<file path="src/rtl/pc_fetch_unit.sv">
// ---------------------------------------------------------------------------
// pc_fetch_unit
//
// Instruction-fetch stage that sits directly upstream of the IF/ID register.
// It holds the PC and chooses the next PC from PC+4, the branch target or the
// jump target. It drives a variable-latency request/ready instruction memory.
// When no valid instruction is available it presents a NOP bubble (32'h0).
//
// Optional feature macro: IF_MISALIGN_CHECK_EN
//   Defined   : a redirect target with target[1:0] != 0 is replaced by
//               EXC_VECTOR. Misalign_IF pulses for one cycle in the cycle
//               after the faulting redirect.
//   Undefined : the low two bits of the target are forced to zero, and there
//               is no Misalign_IF port.
//
// Ports
//   clock          in   rising-edge clock
//   reset          in   synchronous, active-high reset
//   PCWrite        in   1 = pipeline may advance, 0 = hazard stall
//   Branch_Taken   in   branch resolved taken this cycle
//   Branch_Target  in   [31:0] branch destination
//   Jump           in   jump/jr resolved this cycle (wins over a branch)
//   Jump_Target    in   [31:0] jump destination
//   IMem_Req       out  fetch request
//   IMem_Addr      out  [31:0] fetch address, stable while a request waits
//   IMem_Ready     in   IMem_Data valid this cycle; completes the request
//   IMem_Data      in   [31:0] fetched instruction word
//   PC_IF          out  [31:0] PC of the instruction presented to IF/ID
//   Instruction_IF out  [31:0] instruction to IF/ID; 32'h0 = bubble
//   IF_Flush       out  squash the IF/ID contents (equals the redirect)
//   Fetch_Stall    out  1 = no valid instruction this cycle
//   Misalign_IF    out  one-cycle misaligned-target pulse (macro only)
// ---------------------------------------------------------------------------
module pc_fetch_unit #(
   parameter logic [31:0] RESET_PC   = 32'h0000_3000
`ifdef IF_MISALIGN_CHECK_EN
  ,parameter logic [31:0] EXC_VECTOR = 32'h0000_4180
`endif
) (
   input  logic        clock,
   input  logic        reset,
   input  logic        PCWrite,
   input  logic        Branch_Taken,
   input  logic [31:0] Branch_Target,
   input  logic        Jump,
   input  logic [31:0] Jump_Target,
   output logic        IMem_Req,
   output logic [31:0] IMem_Addr,
   input  logic        IMem_Ready,
   input  logic [31:0] IMem_Data,
   output logic [31:0] PC_IF,
   output logic [31:0] Instruction_IF,
   output logic        IF_Flush,
   output logic        Fetch_Stall
`ifdef IF_MISALIGN_CHECK_EN
  ,output logic        Misalign_IF
`endif
);

   // FETCH: request outstanding at PC.
   // HOLD : word captured during a stall; memory is idle.
   // DRAIN: redirected while a request was in flight; wait for it to finish.
   typedef enum logic [1:0] {
      ST_FETCH = 2'd0,
      ST_HOLD  = 2'd1,
      ST_DRAIN = 2'd2
   } state_t;

   state_t      r_state;
   logic [31:0] r_pc;
   logic [31:0] r_hold_instr;
   logic [31:0] r_pend_target;

   state_t      w_state_nxt;
   logic [31:0] w_pc_nxt;
   logic [31:0] w_hold_nxt;
   logic [31:0] w_pend_nxt;

   logic        w_redirect;
   logic [31:0] w_raw_target;
   logic [31:0] w_target;
   logic [31:0] w_pc_plus4;

   assign w_redirect   = Jump | Branch_Taken;
   assign w_raw_target = Jump ? Jump_Target : Branch_Target;
   // Natural 32-bit wrap: 32'hFFFF_FFFC + 4 = 0.
   assign w_pc_plus4   = r_pc + 32'd4;

`ifdef IF_MISALIGN_CHECK_EN
   logic w_misalign;
   logic r_misalign;

   assign w_misalign  = w_redirect && (w_raw_target[1:0] != 2'b00);
   assign w_target    = w_misalign ? EXC_VECTOR : w_raw_target;
   assign Misalign_IF = r_misalign;
`else
   assign w_target    = w_raw_target & 32'hFFFF_FFFC;
`endif

   // The address is always the architectural PC. A redirect while a request
   // is in flight parks the target in r_pend_target. It does not move r_pc,
   // so the address stays stable until the memory answers.
   assign IMem_Addr = r_pc;
   assign PC_IF     = reset ? RESET_PC : r_pc;
   assign IF_Flush  = reset ? 1'b0 : w_redirect;

   // NOTE: every signal driven here gets a default first, so no path can
   // leave one unassigned and infer a latch.
   always_comb begin
      w_state_nxt    = r_state;
      w_pc_nxt       = r_pc;
      w_hold_nxt     = r_hold_instr;
      w_pend_nxt     = r_pend_target;
      IMem_Req       = 1'b0;
      Instruction_IF = 32'h0;
      Fetch_Stall    = 1'b1;

      case (r_state)
         ST_FETCH: begin
            IMem_Req = 1'b1;
            if (w_redirect) begin
               if (IMem_Ready) begin
                  w_pc_nxt = w_target;  // returned word belongs to the old path
               end else begin
                  w_pend_nxt  = w_target;
                  w_state_nxt = ST_DRAIN;
               end
            end else if (IMem_Ready) begin
               Instruction_IF = IMem_Data;
               Fetch_Stall    = 1'b0;
               if (PCWrite) begin
                  w_pc_nxt = w_pc_plus4;
               end else begin
                  w_hold_nxt  = IMem_Data;
                  w_state_nxt = ST_HOLD;
               end
            end
         end

         ST_HOLD: begin
            Instruction_IF = r_hold_instr;
            Fetch_Stall    = 1'b0;
            if (w_redirect) begin
               w_pc_nxt    = w_target;
               w_state_nxt = ST_FETCH;
            end else if (PCWrite) begin
               w_pc_nxt    = w_pc_plus4;
               w_state_nxt = ST_FETCH;
            end
         end

         ST_DRAIN: begin
            IMem_Req = 1'b1;
            if (w_redirect) begin
               w_pend_nxt = w_target;
            end
            if (IMem_Ready) begin
               w_pc_nxt    = w_redirect ? w_target : r_pend_target;
               w_state_nxt = ST_FETCH;
            end
         end

         default: begin
            w_state_nxt = ST_FETCH;
         end
      endcase

      // Reset abandons any in-flight request.
      if (reset) begin
         IMem_Req       = 1'b0;
         Instruction_IF = 32'h0;
         Fetch_Stall    = 1'b1;
      end
   end

   // NOTE: the state register uses non-blocking assignments so every register
   // samples values from before the edge, whatever the statement order.
   // NOTE: the data registers are reset as well, so a stale word or target
   // can never reach IF/ID after reset.
   always_ff @(posedge clock) begin
      if (reset) begin
         r_state       <= ST_FETCH;
         r_pc          <= RESET_PC;
         r_hold_instr  <= 32'h0;
         r_pend_target <= 32'h0;
      end else begin
         r_state       <= w_state_nxt;
         r_pc          <= w_pc_nxt;
         r_hold_instr  <= w_hold_nxt;
         r_pend_target <= w_pend_nxt;
      end
   end

`ifdef IF_MISALIGN_CHECK_EN
   always_ff @(posedge clock) begin
      if (reset) begin
         r_misalign <= 1'b0;
      end else begin
         r_misalign <= w_misalign;
      end
   end
`endif

endmodule

</file>
<file path="config.mk">
export PLATFORM = sky130hd
export DESIGN_NAME = pc_fetch_unit
export DESIGN_NICKNAME = d
export VERILOG_FILES = /design/src/rtl/pc_fetch_unit.sv
export SDC_FILE = /design/constraint.sdc
export NUM_CORES = 1
export LEC_CHECK = 0
export CORE_AREA = 2 2 155 97
export DETAILED_ROUTE_END_ITERATION = 16
export DIE_AREA = 0 0 157 99
export GPL_ROUTABILITY_DRIVEN = 0
export PLACE_DENSITY_LB_ADDON = 0.05
export SLEW_MARGIN = 25
export SYNTH_ARGS = -nofsm -noshare
export SYNTH_HDL_FRONTEND = slang
export SYNTH_SLANG_ARGS = --single-unit
</file>
<file path="constraint.sdc">
create_clock -name clock -period 2.2 [get_ports clock]
set_input_delay 0.44 -clock clock [delete_from_list [all_inputs] [get_ports clock]]
set_output_delay 0.44 -clock clock [all_outputs]
set_load 0.02 [all_outputs]
</file>
# == Word level (Yosys, flattened, before mapping) ==
# Cells that the tools add are included.
# op_classes
magnitude_cmp,0
add_sub_neg,1
eq_ne,10
bitwise,3
n_mux,32
div,0
n_reduce_logical,8
mul,0
n_shift,0
# op_table
op,n
$mux 32,14
$pmux 32 s2,2
$pmux 32 s3,1
$add 32x3->32 const B,1
$mux 2,7
$ne 3x3->1 const B,4
$ne 2x2->1 const B,4
$mux 1,6
$pmux 2 s3,1
$reduce_and 3->1,2
$reduce_and 5->1,1
$reduce_and 4->1,1
$reduce_bool 3->1,1
$eq 2x1->1 const B,1
$eq 2x2->1 const B,1
$logic_not 2->1,1
$not 1->1,2
$pmux 1 s2,1
$reduce_bool 2->1,1
$reduce_or 2->1,1
$or 1x1->1,1
# totals
ramBits,0
latch_bits,0
mem_bits_ro,0
elab_cells,58
output_inout_bits,99
n_memories,0
input_bits,102
ff_bits,98

# == Longest topological paths before layout ==
# depth
ltp_word,5
depth_mapped,8
ltp_nobuf,6

# == Worst setup path before layout ==
# Ideal clock, no wire load.
# synth_path
kind,input -> output
from,in Jump
to,out Instruction_IF[22]
stages,6
t_arrival_ns,2.029
slack_ns,-0.269
t_required_ns,1.760
path_cell_list,or2_2 clkbuf_1 nor3_1 clkbuf_1 a22oi_1 nor2_1
# synth_between
elab_chain_cells,4
# synth_lines
item,line_no,rtl
"start, declared",45,"input logic Jump,"
$or 1x1->1,84,assign w_redirect = Jump | Branch_Taken;
$mux 32,121,if (w_redirect) begin
$pmux 32 s2,118,case (r_state)
$mux 32,169,if (reset) begin
"end, declared",52,"output logic [31:0] Instruction_IF,"
# Every way passes these cells.

# == Final worst setup path ==
# layout_path
from,reg r_state[1]
to,out Fetch_Stall
# layout_between
elab_chain_cells,3
word_cells_on_any_way,4
# layout_lines
item,line_no,rtl
"start, declared",69,state_t r_state;
"start signal, assigned",187,r_state <= w_state_nxt;
$eq 2x1->1 or $logic_not 2->1 (tied branches),118,
$pmux 1 s2 (*),118,
$mux 1 (*),169,
"end, declared",54,output logic Fetch_Stall
# Every way passes the cells marked *; elsewhere a longest branch is shown, timed or not.

==> flow_summary_export.csv <==
group,metric,value,unit
clocking,cts.clk_slew.worst_paths,0.06,ns
global_route,antenna_found_initial,0,
power,power.share.clock,32.1,%
power,p_int,3430,uW
placement,hpwl,16600,um
routing,postRouteAntennaNets,0,
yosys,syn_area_per_cell,7.46,um^2
placement,dp_slack,-0.630,ns
clocking,cts.sinks,98,
clocking,cts_tree,"yes",
critical_path,cp.required,1.76,ns
sta,fin_ws,0.0679,ns
finish,drive_gt1_share,20.6,%
sta,relSlewSlack,67.1,%
clocking,htreeDepth,3,
yosys,yosys-top-cells-area,"dfxtp_1, nand2_1, nor2_1",
sta,clock-skew-final,0.00705,ns
power,netSwitchingFraction,30.3,%
clocking,cts_hold_buf,0,
critical_path,arrival,1.69,ns
yosys,synth_cell_type_count,58,
finish,diodes,0,
sta,period_needed,2.13,ns
global_route,grt_usage,27.9,%
global_route,grt_max_degree,37,
critical_path,endpoint_kind,"output port",
yosys,synthFlopType,"dfxtp_1",
yosys,yosysTopAreaCell,"dfxtp_1",
power,p_switching,1490,uW
global_route,grt_pass1_vias,6257,
routing,avgViaCountPerCell,5.70,
global_route,grt_first_pass_wirelength,33800,um
finish,design_area,8980,um^2
critical_path,critPathLaunchType,"register",
clocking,cts_root_buf,"clkbuf_16",
yosys,synthCells,780,
sta,layout_worst_path_cycle_share,96.9,%
yosys,synth_top_cell_area_share,33.7,%
routing,drt_wl_total,22300,um
floorplanning,io_pins,201,
floorplanning,dieArea,15500,um^2
placement,place.port_buffers,196,
clocking,clockBufferDepth,2,
routing,drc_errors,0,
routing,vias,6923,
yosys,syn_nets,883,
sta,hold_violations,0,
critical_path,criticalPathCategory,"register to output port",
power,p_comb_share,27.4,%
sta,fmax,0.469,GHz
sta,setup_viol,0,
placement,post_dp_cell_area,8630,um^2
floorplanning,initial_core_util,41.3,%
yosys,synthesis.area,5820,um^2
floorplanning,coreArea,14100,um^2
finish,area_growth,54.3,%
global_route,grt-ovfl-total,0,
clocking,cts_made_buffers,9,
finish,fin_util,63.7,%
sta,tightest_slew,0.488,ns
sta,slew_viol_final,0,
min_path,hold_path_class,"input pin to register",
yosys,ys_warn_count,0,
routing,drt-initial-drc-count,649,
status,run_status,"complete, no violations",
sta,hold_ws,0.459,ns
power,leakagePower,0.00336,uW
clocking,clkLatencyLatePin,0.34,ns
power,power_density,548,nW/um^2
critical_path,cp_max_fo,10,
sta,rsz0062_at_grt,"false",
floorplanning,die_h,99,um
finish,fillers,1212,
routing,dr.pass1.iters,5,
yosys,ys_seq_elements,98,
floorplanning,die_x,157,um
flow_run,max-cap-violations,0,
yosys,ys_async_sr_fraction,0,%
routing,avgRoutedWirePerCell,18.4,um
finish,finish.net_count,1115,
yosys,synth_enable_flop_cells,0,
yosys,yosysSeqAreaShare,33.7,%
floorplanning,fp-row-count,34,
power,seq_power_share,40.5,%
power,irDropWorstVdd,0.000430,V
==> cell type report <==
cell class                      instances  area, um^2  area share, %
Clock buffer                           13         280           3.12
Clock inverter                          3        21.3          0.237
Inverter                                4        15.0          0.167
Multi-Input combinational cell        603        3690           41.1
Sequential cell                        98        1960           21.9
Tap cell                              198         248           2.76
Timing Repair Buffer                  296        2760           30.7
==> power by group through the flow <==
stage               Combinational [uW]  Clock (uW)  Sequential, uW
floorplan                          558           0            2060
global placement                  1280           0            2020
detailed placement                1300           0            2030
CTS                               1320        1590            1990
global route                      1440        1680            2000
finish                            1350        1580            1990
==> cells in the final DEF (no fill, tap or decap), types with 14 or more instances in the layout <==
cell type	instances
buf_2	28
nor2_2	29
nor2b_1	40
dfxtp_1	96
o21ai_0	34
a21oi_1	58
clkdlybuf4s50_1	158
a211oi_1	34
nor2_1	74
buf_4	89
a22oi_1	35
nand2_1	109
a311oi_1	14
mux2i_1	23
==> kinds of logic (layout without fill, tap and decap cells) <==
kind of cell | count (synthesis) | after routing | share of synthesized area [%]
flip-flops | 98 | 98 | 33.7
buffers and inverters | 79 | 316 | 5.40
XOR/XNOR | 14 | 14 | 2.11
AO/OA/AOI/OAI | 232 | 232 | 27.2
AND/OR/NAND/NOR | 331 | 331 | 27.0
multiplexers | 25 | 25 | 4.34
adder cells (fa/ha/maj) | 1 | 1 | 0.215
==> synthesized netlist by cell type (4+ instances only) <==
cell       instances
a2111oi_0          4
dfxtp_1           98
a221oi_1          11
nor2b_1           41
o22ai_1            4
and2_1             4
a311oi_1          14
xor2_1             7
nand3_1           13
nand4_1            6
o211ai_1          11
buf_1              5
buf_2              5
clkbuf_1          63
or2_2              6
nor2_1           103
nand2_1          109
nor3_1            11
o21ai_0           34
a21oi_1           59
nand2b_1           8
nor4_1             7
a22oi_1           35
xnor2_1            7
or3_1              5
a211oi_1          34
mux2i_1           23
==> path summary, 6_finish.rpt <==
path / startpoint / to / slack (ns) / cells past startpoint
worst max-delay path: r_state[1]$_SDFFE_PP0P_ / Fetch_Stall / 0.07 / 5
worst max register to register: r_state[0]$_SDFFE_PP0P_ / IMem_Addr[22]$_SDFFE_PP0P_ / 0.10 / 9
worst min register to register: r_hold_instr[19]$_SDFFE_PP0P_ / r_hold_instr[19]$_SDFFE_PP0P_ / 0.46 / 2
worst min-delay path: reset / r_state[0]$_SDFFE_PP0P_ / 0.46 / 3
==> flip-flops by register name, summed over array words and instances (netlist names) <==
| signal | cells |
|---|---|
| IMem_Addr | 32 |
| r_pend_target | 32 |
| r_hold_instr | 32 |
| r_state | 2 |
==> metrics by stage <==
step / total power (uW) / instances / TNS (ns)
3_5_place_dp: 3330 / 1191 / -38.90
5_1_grt: 5120 / 1215 / 0
2_1_floorplan: 2620 / 780 / -1.36
3_3_place_gp: 3300 / 1191 / -36.31
6_report: 4920 / 1215 / 0
4_1_cts: 4900 / 1212 / 0
==> routing by layer <==
layer	routed length [um]	vias to the layer above	part of all wire (%)	track usage, %
li1	-	3274	-	-
met1	10700	3261	48	43.1
met2	8830	369	40	37.7
met3	2610	19	12	8.88
met4	151	0	0.68	4.38
met5	0	-	0	0
==> worst max-delay path, cell delays in order (launching register included) <==
cell and delay, ns:
dfxtp_2 0.50, nor3_4 0.09, buf_6 0.15, buf_16 0.14
o21bai_1 0.14, clkdlybuf4s15_1 0.33
==> repair_timing <==
action                                  CTS  global route
endpoints found under the setup margin   53            38
resized for setup                       142            16
cloned                                    2             2
setup buffers                             3             1
pin swaps                                 1             3
No activity file was read; power rests on OpenSTA's default activity.
